<file path="src/rtl/control_sequencer.sv">
// Instruction sequencer: captures an instruction word, decodes its opcode and
// steps a 4-bit state code through the execute steps for the downstream decoder.
module control_sequencer #(
  parameter int IW = 16
) (
  input  logic          clk,
  input  logic          reset,
  input  logic          run,
  input  logic [IW-1:0] din,
  input  logic          stall,
  output logic [3:0]    state,
  output logic [IW-1:0] instr,
  output logic          busy,
  output logic          done,
  output logic          illegal
);

  // state   | meaning
  // IDLE    | waiting for run; done/illegal pulses appear here
  // DECODE  | opcode decode, picks first execute step
  // LOAD    | single-step load
  // MOVE    | single-step move
  // LDPC    | single-step ldpc
  // BRANCH  | single-step branch
  // SUB0..2 | three-step subtract
  // ADD0..2 | three-step add
  // XOR0..2 | three-step xor
  // INVALID | never produced; falls back to IDLE
  typedef enum logic [3:0] {
    ST_IDLE    = 4'b0000,
    ST_DECODE  = 4'b0001,
    ST_LOAD    = 4'b0010,
    ST_MOVE    = 4'b0011,
    ST_LDPC    = 4'b0100,
    ST_BRANCH  = 4'b0101,
    ST_SUB0    = 4'b0110,
    ST_SUB1    = 4'b0111,
    ST_SUB2    = 4'b1000,
    ST_ADD0    = 4'b1001,
    ST_ADD1    = 4'b1010,
    ST_ADD2    = 4'b1011,
    ST_XOR0    = 4'b1100,
    ST_XOR1    = 4'b1101,
    ST_XOR2    = 4'b1110,
    ST_INVALID = 4'b1111
  } state_t;

  localparam logic [3:0] OP_LOAD   = 4'b0000;
  localparam logic [3:0] OP_MOVE   = 4'b0001;
  localparam logic [3:0] OP_LDPC   = 4'b0010;
  localparam logic [3:0] OP_BRANCH = 4'b0011;
  localparam logic [3:0] OP_ADD    = 4'b0100;
  localparam logic [3:0] OP_SUB    = 4'b0101;
  localparam logic [3:0] OP_XOR    = 4'b0110;

  state_t        state_q, state_next;
  logic [IW-1:0] ir_q;
  logic          ir_load;
  logic          done_q, done_next;
  logic          illegal_q, illegal_next;
  logic [3:0]    opcode;

  assign opcode = ir_q[15:12];

  always_ff @(posedge clk) begin
    if (reset) begin
      state_q   <= ST_IDLE;
      ir_q      <= '0;
      done_q    <= 1'b0;
      illegal_q <= 1'b0;
    end else begin
      state_q   <= state_next;
      done_q    <= done_next;
      illegal_q <= illegal_next;
      if (ir_load) ir_q <= din;
    end
  end

  // Pulses default low, so a stall starting in the pulse cycle still clears them.
  always_comb begin
    state_next   = state_q;
    ir_load      = 1'b0;
    done_next    = 1'b0;
    illegal_next = 1'b0;
    if (!stall) begin
      unique case (state_q)
        ST_IDLE: begin
          if (run) begin
            ir_load    = 1'b1;
            state_next = ST_DECODE;
          end
        end
        ST_DECODE: begin
          unique case (opcode)
            OP_LOAD:   state_next = ST_LOAD;
            OP_MOVE:   state_next = ST_MOVE;
            OP_LDPC:   state_next = ST_LDPC;
            OP_BRANCH: state_next = ST_BRANCH;
            OP_ADD:    state_next = ST_ADD0;
            OP_SUB:    state_next = ST_SUB0;
            OP_XOR:    state_next = ST_XOR0;
            default: begin
              state_next   = ST_IDLE;
              illegal_next = 1'b1;
            end
          endcase
        end
        ST_LOAD, ST_MOVE, ST_LDPC, ST_BRANCH,
        ST_SUB2, ST_ADD2, ST_XOR2: begin
          state_next = ST_IDLE;
          done_next  = 1'b1;
        end
        ST_SUB0: state_next = ST_SUB1;
        ST_SUB1: state_next = ST_SUB2;
        ST_ADD0: state_next = ST_ADD1;
        ST_ADD1: state_next = ST_ADD2;
        ST_XOR0: state_next = ST_XOR1;
        ST_XOR1: state_next = ST_XOR2;
        default: state_next = ST_IDLE;
      endcase
    end
    if (state_q == ST_INVALID) state_next = ST_IDLE;
  end

  assign state   = state_q;
  assign instr   = ir_q;
  assign busy    = (state_q != ST_IDLE);
  assign done    = done_q;
  assign illegal = illegal_q;

endmodule

</file>
<file path="config.mk">
export PLATFORM = sky130hd
export DESIGN_NAME = control_sequencer
export DESIGN_NICKNAME = d
export VERILOG_FILES = /design/src/rtl/control_sequencer.sv
export SDC_FILE = /design/constraint.sdc
export NUM_CORES = 1
export LEC_CHECK = 0
export CELL_PAD_IN_SITES_DETAIL_PLACEMENT = 1
export CELL_PAD_IN_SITES_GLOBAL_PLACEMENT = 1
export CORE_MARGIN = 8
export CORE_UTILIZATION = 27
export DETAILED_ROUTE_END_ITERATION = 10
export GPL_ROUTABILITY_DRIVEN = 1
export PLACE_DENSITY = 0.79
export SLEW_MARGIN = 20
export SYNTH_ARGS = -nofsm -noshare
export SYNTH_HDL_FRONTEND = slang
export SYNTH_SLANG_ARGS = --single-unit
</file>
<file path="constraint.sdc">
create_clock -name clk -period 2 [get_ports clk]
set_clock_uncertainty 0.15 [all_clocks]
set_input_delay 0.5 -clock clk [delete_from_list [all_inputs] [get_ports clk]]
set_output_delay 0.5 -clock clk [all_outputs]
set_load 0.05 [all_outputs]
</file>
==> results of run 1 <==
==> metal layers <==
metal	wire length [um]	GRT usage, %
met4	6	2.04
met3	295	4.78
met2	1660	18.5
met1	1400	11.6
met5	0	0
==> Yosys cell counts, drive strengths merged (2+ instances only) <==
| cell type | n | area, um^2 |
|---|---|---|
| nor2b | 2 | 12.5 |
| nand2 | 6 | 22.5 |
| buf | 2 | 22.5 |
| a31oi | 4 | 25.0 |
| dfxtp | 22 | 440 |
| inv | 3 | 11.3 |
| or4 | 2 | 18.8 |
| xnor2 | 3 | 26.3 |
| nor4 | 2 | 12.5 |
| nor2 | 27 | 101 |
| clkbuf | 7 | 26.3 |
| mux2i | 17 | 170 |
| nor3 | 2 | 10.0 |
| o21ai | 5 | 25.0 |
| a21oi | 6 | 30.0 |
==> metrics by stage <==
stage	total power [mW]	hold WS, ns	worst slack [ns]	cell area [um^2]	util [%]
after detailed placement	0.821	0.344	-0.0710	1600	42.9
final	1.23	0.352	0.0328	1670	45.0
after floorplan	0.685	0.444	-0.198	1060	-
after CTS	1.25	0.365	0.0165	1670	44.9
after global routing	1.28	0.401	-0.00643	1670	45.0
after global placement	0.810	0.325	-0.0113	1600	42.9
==> area by class of cell <==
cell class	count	area, um^2	area share (%)
clock inverter	1	30.0	1.80
sequential	22	448	26.8
clock buffer	3	41.3	2.47
multi-input combinational	88	556	33.2
timing repair buffer	50	527	31.5
inverter	3	11.3	0.673
tap	48	60.1	3.59
==> state kept, by name, indices dropped and copies added, names as in the netlist <==
name	count
done	1
instr	16
state	4
illegal	1
==> worst min path at each step <==
stage / slack [ns] / cells after the start / end / startpoint
detailed placement: 0.34 / 2 / instr[3]$_SDFFE_PP0P_ / instr[3]$_SDFFE_PP0P_
CTS: 0.36 / 2 / instr[3]$_SDFFE_PP0P_ / instr[3]$_SDFFE_PP0P_
floorplan: 0.44 / 1 / state[2]$_SDFFE_PP0P_ / reset
global route: 0.40 / 2 / instr[10]$_SDFFE_PP0P_ / instr[10]$_SDFFE_PP0P_
global placement: 0.32 / 2 / instr[3]$_SDFFE_PP0P_ / instr[3]$_SDFFE_PP0P_
finish: 0.35 / 2 / instr[3]$_SDFFE_PP0P_ / instr[3]$_SDFFE_PP0P_
==> power by group <==
part	leakage (nW)	internal [mW]	switching [mW]
registers	0.181	0.461	0.0199
logic	0.536	0.147	0.185
clock network	0.0357	0.267	0.145
==> critical path: stages (launching register included) <==
cell and delay (ns):
dfxtp_4 0.35, or4_4 0.54, buf_6 0.17
==> logic make-up after synthesis <==
family / synth area share, %
XOR/XNOR: 2.49
buffers and inverters: 5.70
multiplexers: 16.2
AO/OA/AOI/OAI: 14.1
AND/OR/NAND/NOR: 19.7
flip-flops: 41.8
==> impl_results.md, run 1 <==
- Area growth syn-to-layout: 58.8%
- Placer Congestion: 0.859
- H-tree depth: 1
- Hold-fix buffers, CTS: 0
- Critical path origin: state[0]$_SDFFE_PP0P_
- Ant diodes: 0
- Critical Path End Type: output port
- Cells after synthesis: 122
- Commonest non-fill, non-tap cell in the layout: nor2_1
- Peak supply drop: 0.273 mV
- Max-Cap Viols: 0
- Post-synth EDFFs: 0
- Post-CTS sizing: 1
- CTS sink count: 22
- WP data arrival: 1.32 ns
- Final nets: 188
- Period utilization: 98.4%
- Filler Cell Count: 441
- Clock latency on the worst-skew pair: 0.26 ns
- RSZ-0062 raised after global routing: yes
- Chip height: 78.5 um
- Final ANT Viol Nets: 0
- Remaining DRCs: 0
- Worst setup path end: busy
- Via density: 4.90
- Grt total ovfl: 0
- Wire per inst: 15.6 um
- Non-Filler Instances: 215
- Sequential fraction of the synthesis area: 41.8%
- IO Pins: 43
- RR Startpoint: state[0]$_SDFFE_PP0P_
- Largest net degree at the start of global routing: 17
- Crit path max fanout: 2
- CTS Buffer Depth: 2
- Post-CTS setup buffer count: 0
- CTS tree: done
- Leakage: 0.753 nW
- F_max: 508 MHz
- Post-Syn Area: 1050 um^2
- Starting density of the core: 28.4%
- Cells on worst reg2reg path: 5
- DR iter-0 viols: 55
- Synth async-reset ratio: 0%
- Syn_nets: 142
- Num CTS Buffers: 3
- Final WL: 3360 um
- Crit path time final: 1.97 ns
- Cell variety after synth: 28
- Post-synthesis average cell area: 8.64 um^2
- Pwr dens: 732 nW/um^2
- Setup tns final: 0 ns
- First-pass GRT wire length: 5480 um
- Number of global-route vias before repair: 1,146
- Required @ worst endpoint: 1.35 ns
- Initial antenna violation count: 0
- Commonest cells after routing, fill and taps aside: 27 x nor2_1, 22 x buf_4, 19 x clkdlybuf4s50_1
- DR vias: 1,054
- Global Route Usage Sum: 10.6%
- Slew margin rel.: 75.0%
- Kind of critical path: register to output port
- Synth Register Bits: 22
- Core footprint: 3720 um^2
- Die area: 6160 um^2
- Startpoint types: register
- Hold Crit Class: register to register
- Drt pass-1 iters: 4
- Pins Over Slew Limit: 0
- Root buf cell: clkbuf_8
- Share of layout cells above drive strength 1: 25.1%
- Die W: 78.5 um
- Placed wire-length estimate: 2600 um
- Status: completed
- PortBufs: 42
- Final hold vios: 0
- Synth warn: 0
- Dpl cells: 211
- Row count: 22
- Worst R2R End: instr[12]$_SDFFE_PP0P_
- Worst R2R Setup Slack: 0.06 ns
- Main synth FF type: dfxtp_1
- Reg clk slew, reported paths: 0.08 ns
- Final Setup Violations: 0
- Actual slew at the worst max-slew pin: 0.372 ns
No activity file was read; power rests on OpenSTA's default activity.
==> run 2: changes to the inputs <==
- GPL_ROUTABILITY_DRIVEN: 1 -> 0
==> results of run 2 <==
No change in the layout: final DEF, timing and power equal those of run 1.
==> run 3: changes to the inputs <==
- CORE_UTILIZATION: 27 -> 32
- PLACE_DENSITY: 0.79 -> 0.87
- clock period: 2 -> 2.4 ns (I/O delays scaled with it)
==> run 3 against run 2 <==
  * Routed wire length decreased by 6.6%
  * Final area is 7.6% lower
  * Highest routed layer is now met3
  * Register-to-register slack better by 0.35 ns
  * Clock power is 61% lower
  * Cell count decreased by 1.9%
  * Clock-buffer cell count unchanged
  * Global-route usage up 1.0 points
  * Largest cell class unchanged
  * Combinational power shrank 23%
  * Critical endpoint is now instr[11]
  * Sequential cell count is the same
==> impl_results.md, run 3 (same netlist as run 1, synthesis figures left out) <==
- Status: completed (unchanged)
- IO Pins: 43 (unchanged)
- Peak supply drop: 0.385 mV (was 0.273 mV)
- Final WL: 3140 um (was 3360 um)
- Dpl cells: 208 (was 211)
- Top delay family on crit path: buffers and inverters (was simple AND/OR/NAND/NOR gates)
- CTS sink count: 22 (unchanged)
- Worst Path Buf+Inv: 1 (unchanged)
- Placed inst area: 1520 um^2 (was 1600 um^2)
- Root buf cell: clkbuf_4 (was clkbuf_8)
- CTS tree: done (unchanged)
- Critical Path End Type: output port (unchanged)
- Worst setup path end: instr[11] (was busy)
- Number of global-route vias before repair: 1,079 (was 1,146)
- Row count: 21 (was 22)
- Post-Route Utilization: 47.5% (was 45.0%)
- Final instance area: 1550 um^2 (was 1670 um^2)
- Starting density of the core: 32.3% (was 28.4%)
- Num CTS Buffers: 3 (unchanged)
- Final Setup Violations: 0 (unchanged)
- Final nets: 187 (was 188)
- Crit path depth: 1 (was 2)
- Worst R2R End: instr[12]$_SDFFE_PP0P_ (unchanged)
- Post-CTS setup buffer count: 0 (unchanged)
- RSZ-0062 raised after global routing: no (was yes)
- Pwr dens: 528 nW/um^2 (was 732 nW/um^2)
- Global Route Usage Sum: 11.6% (was 10.6%)
- Largest register FFs: 16 (unchanged)
- Max-Cap Viols: 0 (unchanged)
- Final hold vios: 0 (unchanged)
- Startpoint types: register (unchanged)
- First-pass GRT wire length: 4950 um (was 5480 um)
- Critical path origin: instr[11]$_SDFFE_PP0P_ (was state[0]$_SDFFE_PP0P_)
- Actual slew at the worst max-slew pin: 0.518 ns (was 0.372 ns)
- Non-Filler Instances: 211 (was 215)
- Core footprint: 3260 um^2 (was 3720 um^2)
- Hold_ws: 0.361 ns (was 0.352 ns)
- Commonest cells after routing, fill and taps aside: 33 x clkdlybuf4s50_1, 27 x nor2_1, 22 x dfxtp_1 (was 27 x nor2_1, 22 x buf_4, 19 x clkdlybuf4s50_1)
- Slew margin rel.: 65.3% (was 75.0%)
- Kind of critical path: register to output port (unchanged)
- Slowest stage delay, CP: 0.82 ns (was 0.54 ns)
- Required @ worst endpoint: 1.65 ns (was 1.35 ns)
- Hold Crit Class: register to register (unchanged)
- Die W: 73.4 um (was 78.5 um)
- Reg clk slew, reported paths: 0.11 ns (was 0.08 ns)
- RR Startpoint: state[3]$_SDFFE_PP0P_ (was state[0]$_SDFFE_PP0P_)
- M1 WL: 1200 um (was 1400 um)
- Remaining DRCs: 0 (unchanged)
- DR vias: 1,022 (was 1,054)
- Clock latency on the worst-skew pair: 0.30 ns (was 0.26 ns)
- WP data arrival: 1.48 ns (was 1.32 ns)
- Ant diodes: 0 (unchanged)
- CTS Buffer Depth: 2 (unchanged)
- Drt pass-1 iters: 4 (unchanged)
- Area growth syn-to-layout: 46.8% (was 58.8%)
- DR iter-0 viols: 10 (was 55)
- PortBufs: 42 (unchanged)
- Leakage: 0.703 nW (was 0.753 nW)
- Wire per inst: 14.9 um (was 15.6 um)
- Period utilization: 93.1%
- Crit path time final: 2.23 ns
- Initial antenna violation count: 0 (unchanged)
- Placed wire-length estimate: 2480 um (was 2600 um)
- Crit path max fanout: 2 (unchanged)
- Setup ws final: 0.165 ns (was 0.0328 ns)
- Largest net degree at the start of global routing: 19 (was 17)
- Chip height: 73.4 um (was 78.5 um)
- Commonest non-fill, non-tap cell in the layout: clkdlybuf4s50_1 (was nor2_1)
- Worst R2R Setup Slack: 0.41 ns (was 0.06 ns)
- Die area: 5380 um^2 (was 6160 um^2)
- Via density: 4.84 (was 4.90)
- Grt total ovfl: 0 (unchanged)
- Overall Power: 0.817 mW (was 1.23 mW)
- Share of layout cells above drive strength 1: 10.9% (was 25.1%)
- Cells along the critical path: clkdlybuf4s50_1 (was or4_4 -> buf_6)
- Met3 wire length: 229 um (was 295 um)
- Post-CTS sizing: 1 (unchanged)
- Dpl ws: 0.183 ns (was -0.0710 ns)
- Cells on worst reg2reg path: 5 (unchanged)
- H-tree depth: 1 (unchanged)
- Max layer used: met3 (was met4)
- Final ANT Viol Nets: 0 (unchanged)
- CP max stage cell: clkdlybuf4s50_1 (was or4_4)
- F_max: 448 MHz
- Setup tns final: 0 ns (unchanged)
- Pins Over Slew Limit: 0 (unchanged)
- Met2 wire length: 1700 um (was 1660 um)
- Hold-fix buffers, CTS: 0 (unchanged)
[run 3: power by group]
| part | switching, mW | internal, mW | leakage [nW] |
|---|---|---|---|
| Combinational | 0.150 | 0.106 | 0.510 |
| Sequential | 0.0143 | 0.384 | 0.179 |
| Clock | 0.105 | 0.0585 | 0.0138 |
| Total | 0.269 | 0.548 | 0.703 |
[run 3: layout make-up]
class,count,area (um^2)
inverter,3,11.3
fill,408,1710
clock buffer,3,22.5
tap,46,57.6
multi-input combinational,88,553
sequential,22,440
timing repair buffer,49,462
[run 3: worst min-delay path by stage]
stage	cells after the start	to	start	slack (ns)
5_1_grt	2	instr[6]$_SDFFE_PP0P_	instr[6]$_SDFFE_PP0P_	0.40
3_5_place_dp	2	instr[2]$_SDFFE_PP0P_	instr[2]$_SDFFE_PP0P_	0.34
4_1_cts	2	instr[2]$_SDFFE_PP0P_	instr[2]$_SDFFE_PP0P_	0.37
6_report	2	instr[2]$_SDFFE_PP0P_	instr[2]$_SDFFE_PP0P_	0.36
3_3_place_gp	2	instr[11]$_SDFFE_PP0P_	instr[11]$_SDFFE_PP0P_	0.33
2_1_floorplan	1	state[2]$_SDFFE_PP0P_	reset	0.55
[run 3: metal layers]
metal / vias up / track usage [%]
li1: 514 / -
met1: 483 / 10.7
met2: 25 / 22.8
met3: 0 / 5.59
met4: 0 / 1.33
met5: - / 0
